==> src/rtl/door_pkg.sv <==
// Shared state encoding and default timing for the entrance door controller.
// No pipeline and no flow control: constants and types only.
package door_pkg;

  localparam int DEF_DEBOUNCE_CYCLES = 4;
  localparam int DEF_TRAVEL_CYCLES   = 8;
  localparam int DEF_HOLD_CYCLES     = 16;

  typedef enum logic [2:0] {
    CLOSED  = 3'd0,
    OPENING = 3'd1,
    OPEN    = 3'd2,
    HOLD    = 3'd3,
    CLOSING = 3'd4
  } door_state_t;

endpackage

==> src/rtl/door_debounce.sv <==
// Two-flop synchroniser plus debounce filter for the floor mat level.
// pressDet follows a clean input change after 2+DEBOUNCE_CYCLES edges; no flow control.
module door_debounce
  import door_pkg::*;
#(
  parameter int DEBOUNCE_CYCLES = DEF_DEBOUNCE_CYCLES
) (
  input  logic clk,
  input  logic rst,
  input  logic pressure,
  output logic pressDet
);

  localparam int DW = $clog2(DEBOUNCE_CYCLES) + 1;
  localparam logic [DW-1:0] LAST = DW'(DEBOUNCE_CYCLES - 1);

  logic          sync1;
  logic          sync2;
  logic [DW-1:0] cnt;

  always_ff @(posedge clk) begin
    if (rst) begin
      sync1    <= 1'b0;
      sync2    <= 1'b0;
      pressDet <= 1'b0;
      cnt      <= '0;
    end else begin
      sync1 <= pressure;
      sync2 <= sync1;
      // Any agreement restarts the run, so only an unbroken mismatch can flip the level.
      if (sync2 == pressDet) begin
        cnt <= '0;
      end else if (cnt == LAST) begin
        pressDet <= sync2;
        cnt      <= '0;
      end else begin
        cnt <= cnt + DW'(1);
      end
    end
  end

endmodule

==> src/rtl/door_open.sv <==
// Door controller: debounced mat drives CLOSED/OPENING/OPEN/HOLD/CLOSING with timed travel and hold.
// Outputs are a Moore decode of the state register (no output stage); no flow control.
module door_open
  import door_pkg::*;
#(
  parameter int DEBOUNCE_CYCLES = DEF_DEBOUNCE_CYCLES,
  parameter int TRAVEL_CYCLES   = DEF_TRAVEL_CYCLES,
  parameter int HOLD_CYCLES     = DEF_HOLD_CYCLES
) (
  input  logic clk,
  input  logic rst,
  input  logic pressure,
  output logic doorOpen,
  output logic doorClosed,
  output logic motorOpen,
  output logic motorClose
);

  localparam int TW = $clog2(TRAVEL_CYCLES) + 1;
  localparam int HW = $clog2(HOLD_CYCLES) + 1;
  localparam logic [TW-1:0] TRAVEL_LOAD = TW'(TRAVEL_CYCLES - 1);
  localparam logic [HW-1:0] HOLD_LOAD   = HW'(HOLD_CYCLES - 1);

  door_state_t   state;
  logic [TW-1:0] travel_cnt;
  logic [HW-1:0] hold_cnt;
  logic          pressDet;

  door_debounce #(
    .DEBOUNCE_CYCLES(DEBOUNCE_CYCLES)
  ) u_debounce (
    .clk      (clk),
    .rst      (rst),
    .pressure (pressure),
    .pressDet (pressDet)
  );

  // Counters are loaded with N-1 on entry so the phase lasts exactly N edges.
  always_ff @(posedge clk) begin
    if (rst) begin
      state      <= CLOSED;
      travel_cnt <= '0;
      hold_cnt   <= '0;
    end else begin
      case (state)
        CLOSED: begin
          if (pressDet) begin
            state      <= OPENING;
            travel_cnt <= TRAVEL_LOAD;
          end
        end
        OPENING: begin
          if (travel_cnt == '0) state <= OPEN;
          else                  travel_cnt <= travel_cnt - TW'(1);
        end
        OPEN: begin
          if (!pressDet) begin
            state    <= HOLD;
            hold_cnt <= HOLD_LOAD;
          end
        end
        HOLD: begin
          if (pressDet)            state <= OPEN;
          else if (hold_cnt == '0) begin
            state      <= CLOSING;
            travel_cnt <= TRAVEL_LOAD;
          end else                 hold_cnt <= hold_cnt - HW'(1);
        end
        CLOSING: begin
          // A press always wins over expiry so nobody gets caught by the door.
          if (pressDet) begin
            state      <= OPENING;
            travel_cnt <= TRAVEL_LOAD;
          end else if (travel_cnt == '0) state <= CLOSED;
          else                           travel_cnt <= travel_cnt - TW'(1);
        end
        default: state <= CLOSED;
      endcase
    end
  end

  assign doorOpen   = (state == OPEN) || (state == HOLD);
  assign doorClosed = (state == CLOSED);
  assign motorOpen  = (state == OPENING);
  assign motorClose = (state == CLOSING);

endmodule

==> config.mk <==
export PLATFORM = sky130hd
export DESIGN_NAME = door_open
export DESIGN_NICKNAME = d
export VERILOG_FILES = /design/src/rtl/door_pkg.sv /design/src/rtl/door_debounce.sv /design/src/rtl/door_open.sv
export SDC_FILE = /design/constraint.sdc
export NUM_CORES = 1
export LEC_CHECK = 0
export ABC_AREA = 1
export BUFFER_PORTS_ARGS = -buffer_cell sky130_fd_sc_hd__buf_2
export CORE_MARGIN = 2
export CORE_UTILIZATION = 57
export DETAILED_ROUTE_END_ITERATION = 10
export MAX_ROUTING_LAYER = met4
export PLACE_DENSITY = 0.86
export REMOVE_ABC_BUFFERS = 1
export SYNTH_ARGS = -nofsm -noshare
export SYNTH_HDL_FRONTEND = slang
export SYNTH_SLANG_ARGS = --single-unit
==> constraint.sdc <==
create_clock -name clk -period 1.9 [get_ports clk]
set_clock_uncertainty 0.2 [all_clocks]
set_input_delay 0.19 -clock clk [delete_from_list [all_inputs] [get_ports clk]]
set_output_delay 0.19 -clock clk [all_outputs]
set_load 0.005 [all_outputs]
======== Word-level counts from Yosys, hierarchy flattened ========
Index checks and enable logic that the tools add are counted.
operators by class
  equal/unequal tests ..................... 14
  bitwise gates (word level) .............. 1
  shift operators ......................... 0
  order comparisons ....................... 0
  multiply operators ...................... 0
  divide/modulo/power cells ............... 0
  muxes and demuxes ....................... 18
  $add $sub $neg .......................... 3
  reduce and logical (&&, ||, !) cells .... 11
operator list
  kind                 number
  $mux 3               7
  $mux 4               5
  $pmux 4 s4           1
  $mux 5               3
  $pmux 3 s5           1
  $pmux 5 s2           1
  $eq 3x2->1 const B   3
  $ne 2x2->1 const B   4
  $reduce_and 4->1     2
  $logic_not 5->1      1
  $reduce_and 5->1     1
  $sub 5x1->5 const B  1
  $logic_not 4->1      1
  $ne 2x1->1 const B   2
  $reduce_bool 4->1    1
  $sub 4x1->4 const B  1
  $add 3x1->3 const B  1
  $eq 3x1->1 const B   1
  $eq 3x3->1 const B   1
  $logic_not 3->1      1
  $ne 3x1->1 const B   1
  $ne 3x2->1 const B   1
  $reduce_or 3->1      1
  $reduce_and 2->1     1
  other kinds (4)      4
word-level totals
  register bits ........................... 18
  memory bits (read-only) ................. 0
  latch bits .............................. 0
  output and inout port bits .............. 4
  memory bits (writable) .................. 0
  logic and storage cells ................. 54
  bits of input ports ..................... 3
  memories kept ........................... 0

======== Logic depth before layout (Yosys ltp) ========
  depth in word-level cells ............... 4
  gate-level depth with buffers ........... 11
  gate-level depth less buffers ........... 11

======== Modules after synthesis ========
Synthesis repeated with hierarchy kept, for this count alone.
second synthesis, totals
  cell total of the unflattened synthesis .. 147
  area, all modules ....................... 1027.2 um^2
by module, submodules not included
  module         sequential area each (um^2)  cells each  times used  area each (um^2)
  door_open      240.2                        120         1           800.8
  door_debounce  120.1                        27          1           226.5

======== Worst setup path after synthesis ========
OpenSTA, ideal clock, no wires.
  path kind ............................... register -> register
  from .................................... reg hold_cnt[0]
  to ...................................... reg state[0]
  data arrival time ....................... 1.220 ns
  period minus slack after synthesis ...... 1.534 ns
  stages on the path, launching flop included .. 10
  slack ................................... 0.366 ns
  required time ........................... 1.586 ns
  path buffers ............................ 0
  setup time .............................. 0.114 ns
  path through ............................ dfxtp_1 > inv_1 > ha_1 > nand3_1 > nor2_2 > nor2_4 > nor2_2 > nand2_1 > nor2_1 > nor2_2
between the ends
  longest elaborated chain between the ends .. 3
ends and longest elaborated chain
  item                        line             RTL
  start, declared             door_open.sv:26  logic [HW-1:0] hold_cnt;
  start signal, assigned      door_open.sv:67  end else hold_cnt <= hold_cnt - HW'(1);
  $logic_not 5->1             door_open.sv:64  else if (hold_cnt == '0) begin
  $ne 3x2->1 (no line)        n/a
  $reduce_and 5->1 (no line)  n/a
  end signal, assigned        door_open.sv:63  if (pressDet) state <= OPEN;
  end signal, assigned        door_open.sv:65  state <= CLOSING;
  end signal, assigned        door_open.sv:72  state <= OPENING;
  end, declared               door_open.sv:24  door_state_t state;
Every way passes these cells.
A chain may end at the register's enable or synchronous reset.

======== Worst setup path after layout ========
Ends and elaborated chain as after synthesis.

==> run_summary.xml <==
<?xml version="1.0" encoding="UTF-8"?>
<metrics>
  <group name="power_and_ir_drop">
    <metric name="power_density" unit="nW/um2">1480</metric>
    <metric name="total_leakage_power" unit="nW">0.528</metric>
    <metric name="vdd_ir_drop_max" unit="mV">0.729</metric>
  </group>
  <group name="global_route">
    <metric name="first_global_vias" unit="">829</metric>
    <metric name="grt_use_total" unit="%">21.2</metric>
    <metric name="first_pass_grt_wire_length" unit="mm">3.12</metric>
    <metric name="grt_remaining_overflow" unit="">0</metric>
    <metric name="grt_start_max_net_pins" unit="">11</metric>
    <metric name="grt.busiest_layer" unit="">met2</metric>
    <metric name="global_route.usage.met3" unit="%">2.35</metric>
    <metric name="antenna_found_initial" unit="">0</metric>
    <metric name="grtUsageMet1" unit="%">23.1</metric>
    <metric name="grt.met2_usage" unit="%">36.4</metric>
  </group>
  <group name="place">
    <metric name="post-place-ws" unit="ps">245</metric>
    <metric name="hpwlAfterDp" unit="mm">1.48</metric>
    <metric name="place.gp.congestion" unit="">0.869</metric>
    <metric name="placement.io_buffers" unit="">6</metric>
    <metric name="dpl.cell_count" unit="">168</metric>
  </group>
  <group name="drt">
    <metric name="drt-initial-drc-count" unit="">11</metric>
    <metric name="detail_route.drc_violations" unit="">0</metric>
    <metric name="detail_route.first_pass.iterations" unit="">4</metric>
    <metric name="wirelength" unit="mm">1.89</metric>
    <metric name="vias" unit="">935</metric>
    <metric name="drt.antenna.violating_nets" unit="">0</metric>
    <metric name="avgViaCountPerCell" unit="">5.34</metric>
    <metric name="detail_route.wl_per_cell" unit="um">10.8</metric>
  </group>
  <group name="timing">
    <metric name="min_period_over_period" unit="%">87.7</metric>
    <metric name="setup-tns-final" unit="ps">0</metric>
    <metric name="rsz0062_at_grt" unit="">no</metric>
    <metric name="timing.final.max_slew_violations" unit="">0</metric>
    <metric name="hold_viol" unit="">0</metric>
    <metric name="worst_slew_pin_slew" unit="ps">327</metric>
    <metric name="setup_viol" unit="">0</metric>
    <metric name="fmaxAchievable" unit="MHz">600</metric>
    <metric name="final.min_clock_period" unit="ps">1670</metric>
    <metric name="final_worst_path_setup_slack" unit="ps">234</metric>
    <metric name="relSlewSlack" unit="%">78.2</metric>
  </group>
  <group name="synthesis">
    <metric name="post_synth_inst_count" unit="">146</metric>
    <metric name="synth_area" unit="um2">1010</metric>
    <metric name="synth_warnings" unit="">0</metric>
    <metric name="ys_seq_elements" unit="">18</metric>
    <metric name="synth_cell_type_count" unit="">28</metric>
    <metric name="post_synth.cell_area_avg" unit="um2">6.92</metric>
    <metric name="synth.yosys.seq_area_share" unit="%">35.6</metric>
  </group>
  <group name="run_status">
    <metric name="outcome" unit="">finished, final reports clean</metric>
  </group>
  <group name="clock_network">
    <metric name="cts-htree-levels" unit="">1</metric>
    <metric name="postCtsSetupRepairBufs" unit="">0</metric>
    <metric name="clkSlewWorstSetupHoldPaths" unit="ps">100</metric>
    <metric name="cts_repair_resize_count" unit="">0</metric>
    <metric name="cell_at_the_root_of_the_clock_tree" unit="">sky130_fd_sc_hd__clkbuf_4</metric>
    <metric name="cts_max_path_buffers" unit="">2</metric>
    <metric name="insertion_delay" unit="ps">300</metric>
    <metric name="clkSinkCount" unit="">18</metric>
    <metric name="cts_inserted_buffers" unit="">3</metric>
    <metric name="tritoncts" unit="">built</metric>
  </group>
  <group name="critical_path">
    <metric name="critPathMaxFanout" unit="">4</metric>
    <metric name="kind_of_start_point_of_the_critical_path" unit="">register</metric>
    <metric name="reg2reg_setup_slack" unit="ps">230</metric>
    <metric name="timing.setup.critical_path_class" unit="">register to register</metric>
    <metric name="worstPathArrival" unit="ps">1670</metric>
    <metric name="cp_data_required_time" unit="ps">1910</metric>
    <metric name="setup.worst_path.end_class" unit="">register</metric>
  </group>
  <group name="floorplanning">
    <metric name="design.portCount" unit="">7</metric>
    <metric name="std_cell_rows" unit="">15</metric>
    <metric name="die_area" unit="um2">2130</metric>
    <metric name="initial_core_util" unit="%">59.9</metric>
    <metric name="core-area" unit="um2">1690</metric>
    <metric name="y_dimension_of_the_die" unit="um">46.1</metric>
    <metric name="floorplan.die.width" unit="um">46.1</metric>
  </group>
  <group name="min_path">
    <metric name="hold_path_class" unit="">register to register</metric>
  </group>
  <group name="finish">
    <metric name="layout_common_cells" unit="">sky130_fd_sc_hd__nand2_1, sky130_fd_sc_hd__inv_1, sky130_fd_sc_hd__dfxtp_1</metric>
    <metric name="layout-drive-gt1-share" unit="%">18.4</metric>
    <metric name="antenna_cells" unit="">0</metric>
    <metric name="layout_commonest_cell" unit="">sky130_fd_sc_hd__nand2_1</metric>
    <metric name="final_core_utilization" unit="%">66.4</metric>
    <metric name="final_net_count" unit="">166</metric>
    <metric name="syn_to_final_growth" unit="%">10.9</metric>
    <metric name="final-instance-count-excl-fill" unit="">175</metric>
  </group>
  <group name="flow_run">
    <metric name="max-cap-violations" unit="">0</metric>
  </group>
</metrics>
## area by class of cell
cell class	instances	area, um2
fill	152	568
multi-input combinational	96	527
sequential	18	360
inverter	31	116
timing repair buffer	9	60.1
clock buffer	4	36.3
tap	17	21.3
## state kept, by name, indices dropped and copies added (netlist names)
name                 count
u_debounce.pressDet      1
hold_cnt                 5
u_debounce.sync2         1
travel_cnt               4
u_debounce.cnt           3
u_debounce.sync1         1
state                    3
## path summary, 6_finish.rpt
path / start / end / depth (start not counted)
setup / recovery: hold_cnt[0]$_SDFFE_PP0P_ / state[0]$_SDFFE_PP0P_ / 9
hold / removal: u_debounce.sync1$_SDFF_PP0_ / u_debounce.sync2$_SDFF_PP0_ / 2
setup reg to reg: hold_cnt[0]$_SDFFE_PP0P_ / state[0]$_SDFFE_PP0P_ / 9
hold reg to reg: u_debounce.sync1$_SDFF_PP0_ / u_debounce.sync2$_SDFF_PP0_ / 2
## logic make-up after synthesis
group / Yosys count / synth area share (%)
AND/OR/NAND/NOR: 70 / 33.9
flip-flops: 18 / 35.6
buffers and inverters: 32 / 12.3
AO/OA/AOI/OAI: 21 / 12.4
XOR/XNOR: 1 / 0.866
adder cells (fa/ha/maj): 4 / 4.95
## Yosys cell counts
library cell                n  area (um2)
sky130_fd_sc_hd__a211oi_1   1        7.51
sky130_fd_sc_hd__a21oi_1    8        40.0
sky130_fd_sc_hd__a21oi_2    1        8.76
sky130_fd_sc_hd__a31oi_1    1        6.26
sky130_fd_sc_hd__buf_4      1        7.51
sky130_fd_sc_hd__clkinv_1   1        3.75
sky130_fd_sc_hd__dfxtp_1   18         360
sky130_fd_sc_hd__ha_1       4        50.1
sky130_fd_sc_hd__inv_1     23        86.3
sky130_fd_sc_hd__inv_2      7        26.3
sky130_fd_sc_hd__nand2_1   25        93.8
sky130_fd_sc_hd__nand2_2    2        12.5
sky130_fd_sc_hd__nand2_4    1        11.3
sky130_fd_sc_hd__nand3_1   13        65.1
sky130_fd_sc_hd__nand3_2    1        10.0
sky130_fd_sc_hd__nand3b_1   1        7.51
sky130_fd_sc_hd__nand4_1    4        25.0
sky130_fd_sc_hd__nor2_1    16        60.1
sky130_fd_sc_hd__nor2_2     4        25.0
sky130_fd_sc_hd__nor2_4     2        22.5
sky130_fd_sc_hd__nor3_2     1        10.0
sky130_fd_sc_hd__o2111a_1   1        11.3
sky130_fd_sc_hd__o211ai_1   1        7.51
sky130_fd_sc_hd__o21ai_0    5        25.0
sky130_fd_sc_hd__o21ai_1    1        5.00
sky130_fd_sc_hd__o22ai_1    1        6.26
sky130_fd_sc_hd__o31ai_1    1        7.51
sky130_fd_sc_hd__xor2_1     1        8.76
## what timing repair did
action | in CTS | in global routing
endpoints found under the setup margin | 0 | 0
hold buffers | 3 | 0
endpoints found under the hold margin | 6 | 0
## critical path, cell delays in order (launching register included)
cell and delay [ps]:
sky130_fd_sc_hd__dfxtp_1 320, sky130_fd_sc_hd__inv_1 100, sky130_fd_sc_hd__ha_1 220, sky130_fd_sc_hd__nand3_1 130, sky130_fd_sc_hd__nor2_2 140, sky130_fd_sc_hd__nor2_4 70, sky130_fd_sc_hd__nor2_2 140, sky130_fd_sc_hd__nand2_1 80
sky130_fd_sc_hd__nor2_1 110, sky130_fd_sc_hd__nor2_2 50
## layer usage
layer  up-vias  part of all wire, %
met3         5                  2.3
li1        489                    -
met2        13                   49
met4         0                  2.3
met1       428                   47
met5         -                    0
## where the power goes
| group | switching, mW | leakage, nW | internal, mW |
|---|---|---|---|
| clock | 0.122 | 0.0210 | 0.117 |
| combinational | 0.562 | 0.360 | 0.325 |
| sequential | 0.0716 | 0.147 | 0.464 |
| total | 0.756 | 0.528 | 0.906 |
## stage by stage
stage | cell area [um2] | power, mW | hold WS [ps]
2_1_floorplan | 1000 | 1.24 | 52.4
3_3_place_gp | 1050 | 1.39 | 191
3_5_place_dp | 1050 | 1.43 | 199
4_1_cts | 1120 | 1.67 | 218
5_1_grt | 1120 | 1.81 | 230
6_report | 1120 | 1.66 | 212
Note: power is estimated with default switching activity, not from simulation.
